===== config.mk =====
export PLATFORM = sky130hd
export DESIGN_NAME = mips_alu_exec_unit
export DESIGN_NICKNAME = d
export VERILOG_FILES = /design/src/rtl/mips_alu_exec_unit.sv
export SDC_FILE = /design/constraint.sdc
export NUM_CORES = 1
export LEC_CHECK = 0
export ABC_CLOCK_PERIOD_IN_PS = 3900
export CAP_MARGIN = 20
export CORE_MARGIN = 2
export CORE_UTILIZATION = 45
export DETAILED_ROUTE_END_ITERATION = 12
export PLACE_DENSITY = 0.81
export SETUP_SLACK_MARGIN = 0.1
export SYNTH_ARGS = -nofsm -noshare
export SYNTH_HDL_FRONTEND = slang
export SYNTH_SLANG_ARGS = --single-unit

===== constraint.sdc =====
create_clock -name clk_i -period 3.9 [get_ports clk_i]
set_input_delay 0.39 -clock clk_i [delete_from_list [all_inputs] [get_ports clk_i]]
set_output_delay 0.39 -clock clk_i [all_outputs]
set_load 0.01 [all_outputs]

===== src/rtl/mips_alu_exec_unit.sv =====
// Execute-stage ALU control decode, 32-bit ALU with zero flag, PC+4 and branch-target adders.
// Datapath outputs are combinational (0 cycles); result_q_o/zero_q_o register one cycle later; no backpressure.
module mips_alu_exec_unit (
    input  logic        clk_i,
    input  logic        rst_n_i,
    input  logic        aluop1_i,
    input  logic        aluop0_i,
    input  logic [3:0]  funct_i,
    input  logic [31:0] a_i,
    input  logic [31:0] b_i,
    input  logic [31:0] pc_i,
    input  logic [15:0] imm16_i,
    output logic [2:0]  gout_o,
    output logic [31:0] result_o,
    output logic        zero_o,
    output logic [31:0] pc_plus4_o,
    output logic [31:0] branch_target_o,
    output logic [31:0] result_q_o,
    output logic        zero_q_o
);

    localparam logic [2:0] OP_AND = 3'b000;
    localparam logic [2:0] OP_OR  = 3'b001;
    localparam logic [2:0] OP_ADD = 3'b010;
    localparam logic [2:0] OP_SUB = 3'b110;
    localparam logic [2:0] OP_SLT = 3'b111;

    logic [31:0] diff;
    logic [31:0] result_d;
    logic        zero_d;
    logic [31:0] result_q;
    logic        zero_q;

    // Later funct rules override earlier ones, so test them in reverse priority.
    always_comb begin
        gout_o = aluop0_i ? OP_SUB : OP_ADD;
        if (aluop1_i) begin
            if (funct_i[2] && !funct_i[0]) begin
                gout_o = OP_AND;
            end else if (funct_i[2] && funct_i[0]) begin
                gout_o = OP_OR;
            end else if (funct_i[1] && !funct_i[3]) begin
                gout_o = OP_SUB;
            end else if (funct_i[3] && funct_i[1]) begin
                gout_o = OP_SLT;
            end else if (funct_i == 4'b0000) begin
                gout_o = OP_ADD;
            end
        end
    end

    assign diff = a_i + ~b_i + 32'd1;

    // slt takes the raw sign of the wrapped difference, without overflow correction.
    always_comb begin
        result_d = 32'd0;
        case (gout_o)
            OP_AND:  result_d = a_i & b_i;
            OP_OR:   result_d = a_i | b_i;
            OP_ADD:  result_d = a_i + b_i;
            OP_SUB:  result_d = diff;
            OP_SLT:  result_d = {31'd0, diff[31]};
            default: result_d = 32'd0;
        endcase
    end

    assign zero_d          = ~|result_d;
    assign result_o        = result_d;
    assign zero_o          = zero_d;
    assign pc_plus4_o      = pc_i + 32'd4;
    assign branch_target_o = pc_plus4_o + {{14{imm16_i[15]}}, imm16_i, 2'b00};

    always_ff @(posedge clk_i) begin
        if (!rst_n_i) begin
            result_q <= 32'd0;
            zero_q   <= 1'b0;
        end else begin
            result_q <= result_d;
            zero_q   <= zero_d;
        end
    end

    assign result_q_o = result_q;
    assign zero_q_o   = zero_q;

endmodule


==> results_dict.tcl, run 1 <==
set metrics [dict create \
    ys_dominant_reg_cell "dfxtp_1" \
    repair-timing-grt-worst-ep "zero_o" \
    synth_xor_area_share_pct 5.767 \
    synth_nets 1429 \
    gp_congestion 1.042 \
    yosysSeqAreaShare_pct 8.056 \
    synth_top_family_by_area "compound AO/OA/AOI/OAI gates" \
    synth_area_leaders "ha_1 20%, dfxtp_1 8.1%, a21oi_1 5.9%" \
    die_w_um 139.0 \
    stop_stage "global routing" \
    synth_compound_area_share_pct 31.58 \
    ctsHoldBuffers 0 \
    dp_hpwl_um 33100 \
    io_buffers 246 \
    pre_cts_ws_ns -1.628 \
    io_pins 253 \
    yosys.area_share.adder_pct 20.57 \
    synth_cell_types 72 \
    synth_top_area_share_pct 19.84 \
    status "stopped before the end" \
    async_flop_share_pct 0 \
    stop_error "[ERROR DPL-0038] Utilization greater than 100%, impossible to legalize" \
    ctsLongestPathBuffers 2 \
    placementRows 49 \
    synth-simple-area-share_pct 23.91 \
    endpoint_type "output port" \
    synthMuxAreaShare_pct 2.090 \
    cts_inserted_buffers 5 \
    placed_area_mm2 0.01445 \
    root_buffer "clkbuf_16" \
    synth_area_mm2 0.008200 \
    cts.sinks 33 \
    die_y_um 139.0 \
    syn_area_per_cell_um2 6.973 \
    synth-edff-count 0 \
    start_util_pct 45.81 \
    yosys.area.top_type "ha_1" \
    postSynthCellCount 1176 \
    grt_max_degree 29 \
    htreeDepth 2 \
    synth_seq_cells 33 \
    yosysWarnings 0 \
]
==> through the flow <==
stage | cells | utilization [%] | setup TNS, ns
floorplan | 1176 | - | -0.3649
CTS | 2171 | 93.35 | -1.941
global placement | 2075 | 80.70 | -27.64
detailed placement | 2075 | 80.70 | -34.03
==> cells in the mapped netlist, types with 11 or more instances <==
library cell	count
o21ai_0	63
nand3_1	31
nand2b_1	22
o31ai_1	13
a211oi_1	21
nor2_1	107
and3_1	13
xor2_1	19
o21a_1	13
nor2b_1	16
mux2i_1	16
nand4_1	16
a21oi_1	96
nand2_1	78
clkbuf_1	29
o211ai_1	22
nor3_1	31
a31oi_1	18
ha_1	130
nor4_1	11
and2_1	33
xnor2_1	35
dfxtp_1	33
or2_2	11
o21bai_1	11
a221oi_1	11
a21o_1	21
inv_1	115
==> logic make-up after synthesis <==
| family | Yosys count |
|---|---|
| xor+xnor | 54 |
| compound gates | 380 |
| buf+inv | 166 |
| fa+ha+maj | 133 |
| mux | 17 |
| simple gates | 393 |
| flops | 33 |
==> what timing repair did <==
item / 4_1_cts
pin swaps: 135
buffers inserted: 88
cloned: 0
hold endpoints to repair: 0
resized for setup: 567
setup endpoints to repair: 61
==> inputs of run 2 (changes only) <==
==> config.mk (replaced) <==
export PLATFORM = sky130hd
export DESIGN_NAME = mips_alu_exec_unit
export DESIGN_NICKNAME = d
export VERILOG_FILES = /design/src/rtl/mips_alu_exec_unit.sv
export SDC_FILE = /design/constraint.sdc
export NUM_CORES = 1
export LEC_CHECK = 0
export ABC_CLOCK_PERIOD_IN_PS = 5070
export CAP_MARGIN = 20
export CORE_MARGIN = 2
export CORE_UTILIZATION = 39
export DETAILED_ROUTE_END_ITERATION = 12
export PLACE_DENSITY_LB_ADDON = 0.15
export SYNTH_ARGS = -nofsm -noshare
export SYNTH_HDL_FRONTEND = slang
export SYNTH_SLANG_ARGS = --single-unit
==> constraint.sdc (replaced) <==
create_clock -name clk_i -period 5.07 [get_ports clk_i]
set_input_delay 0.507 -clock clk_i [delete_from_list [all_inputs] [get_ports clk_i]]
set_output_delay 0.507 -clock clk_i [all_outputs]
set_load 0.01 [all_outputs]
==> results_dict.tcl, run 2 <==
set metrics [dict create \
    crit_fanout 3 \
    tightestPinTransition_ns 0.8001 \
    pre_cts_ws_ns -0.8289 \
    setup_ws_ns -0.08849 \
    fin_util_pct 69.25 \
    root_buffer "clkbuf_16" \
    start_kind "input pin" \
    synth_area_mm2 0.008200 \
    layout_commonest_cell "buf_4" \
    synth-edff-count 0 \
    p_leak_nw 6.836 \
    worst-setup-path-type "input pin to output port" \
    worstHoldPathCells 0 \
    die_y_um 149.0 \
    post-route-drc-count 0 \
    violations "negative setup slack" \
    start_util_pct 39.38 \
    drv_slew 0 \
    yosysMostFrequentCell "ha_1" \
    die_w_um 149.0 \
    final_cell_mix "426 x buf_4, 231 x clkdlybuf4s50_1, 126 x ha_1" \
    fin_nets 2058 \
    crit_path_max_incr_delay_ns 0.50 \
    htreeDepth 2 \
    grt_util_all_layers_pct 29.78 \
    yosys.area.top_type "ha_1" \
    critPathSlowestCell "or4_4" \
    grt_pass1_vias 11030 \
    syn_area_per_cell_um2 6.973 \
    critPathArrivalTime_ns 4.65 \
    cts_inserted_buffers 5 \
    postSynthCellCount 1176 \
    min-delay-start "pc_i[0]" \
    period_share_pct 101.7 \
    placementRows 53 \
    rsz0062_at_grt "yes" \
    synthTopCellsByCount "130 x ha_1, 115 x inv_1, 107 x nor2_1" \
    antenna_cells 0 \
    worstHoldEndpoint "pc_plus4_o[0]" \
    first_iter_violations 520 \
    min_period_ns 5.158 \
    drv_cap 0 \
    synth_area_leaders "ha_1 20%, dfxtp_1 8.1%, a21oi_1 5.9%" \
    final_cells 2081 \
    dp.cells 2063 \
    ctsHoldBuffers 0 \
    gp_congestion 0.9906 \
    design.core.area_mm2 0.02082 \
    cts.sinks 33 \
    synth_nets 1429 \
    setup_viol 1 \
    hold_viol 0 \
    crit_required_ns 4.56 \
    worstSetupEndpointType "output port" \
    via_per_inst 5.389 \
    slew_headroom_pct 46.49 \
    antenna_found_initial 0 \
    fmax_mhz 193.9 \
    ant_nets 0 \
    dp_hpwl_um 28760 \
    async_flop_share_pct 0 \
    io_pins 253 \
    wl_per_cell_um 16.42 \
    hp-class "input pin to output port" \
    synth_seq_cells 33 \
    die_area_mm2 0.02220 \
    crit_chain "clkdlybuf4s50_1 -> inv_1 -> buf_4 -> fa_2 -> nor2b_1 -> o21ai_1 -> buf_4 -> buf_4 -> nand2_1 -> o41ai_1 -> o221a_2 -> o22ai_1 -> nor4_1 -> nand2_1 -> or4_4 -> or4_4 -> nor3_2 -> buf_2" \
    largest_reg_flops 32 \
    wl_um 34170 \
    grt_pass1_wl_um 54120 \
    yosysSeqAreaShare_pct 8.056 \
    status "finished with violations" \
    whs_ns 1.014 \
    route.vias.total 11210 \
    irDropWorstVdd_v 0.0001414 \
    first_pass_iters 5 \
    io_buffers 246 \
    yosysWarnings 0 \
    synth_cell_types 72 \
    cts_tree "yes" \
    ys_dominant_reg_cell "dfxtp_1" \
    path_delay_family "simple AND/OR/NAND/NOR gates" \
    placed_area_mm2 0.01392 \
    drive_above_1_share_pct 28.68 \
    path_buf_inv 6 \
    synth_top_area_share_pct 19.84 \
    syn_to_final_growth_pct 75.85 \
    grt_max_degree 44 \
    critPathMostFrequentCell "buf_4" \
    ctsLongestPathBuffers 2 \
    fin_area_mm2 0.01442 \
    overflow 0 \
    p_per_area_mw_per_mm2 170.5 \
]
[run 2: cell counts after synthesis]
Identical to the previous run, type by type.
[run 2: repair_timing]
item | in CTS | in global routing
gates cloned | 0 | 0
resized for setup | 58 | 31
buffers inserted | 3 | 7
endpoints found under the setup margin | 13 | 15
hold endpoints to repair | 0 | 0
pin swaps | 21 | 23
[run 2: through the flow]
| step | setup TNS, ns | total power [mW] |
|---|---|---|
| 5_1_grt | -0.3114 | 2.625 |
| 3_5_place_dp | -3.331 | 2.116 |
| 3_3_place_gp | -2.535 | 2.103 |
| 6_report | -0.08849 | 2.459 |
| 2_1_floorplan | 0 | 1.079 |
| 4_1_cts | -0.04507 | 2.432 |
[run 2: how the worst max path moves through the flow]
stage / startpoint / endpoint / depth (start not counted)
2_1_floorplan: a_i[0] / zero_o / 15
3_3_place_gp: a_i[16] / zero_o / 16
3_5_place_dp: a_i[16] / zero_o / 16
4_1_cts: b_i[1] / zero_o / 16
5_1_grt: b_i[1] / zero_o / 18
6_report: b_i[1] / zero_o / 18
[run 2: power breakdown]
group	total, mW	switching (mW)	internal (mW)
clock	0.287	0.108	0.179
combinational	1.87	0.877	0.995
sequential	0.300	0.00779	0.292
[run 2: kinds of logic after synthesis]
group                    synth area share (%)
XOR/XNOR                                5.767
AND/OR/NAND/NOR                         23.91
adder cells (fa/ha/maj)                 20.57
AO/OA/AOI/OAI                           31.58
buffers and inverters                   8.026
multiplexers                            2.090
flip-flops                              8.056
[run 2: final cells by class]
type	count	area, um^2
inverter	115	431.7
timing repair buffer	673	5665
sequential	33	660.6
tap	275	344.1
fill	1826	6402
clock inverter	3	17.52
multi-input combinational	977	7176
clock buffer	5	125.1
[run 2: layer usage]
layer / track usage (%) / up-vias / part of all wire [%]
met1: 36.10 / 5156 / 42
met3: 5.382 / 60 / 8.0
met4: 7.571 / 0 / 2.5
met5: 0 / - / 0
li1: - / 5531 / -
met2: 54.10 / 467 / 48
(Power assumes the default switching activity.)
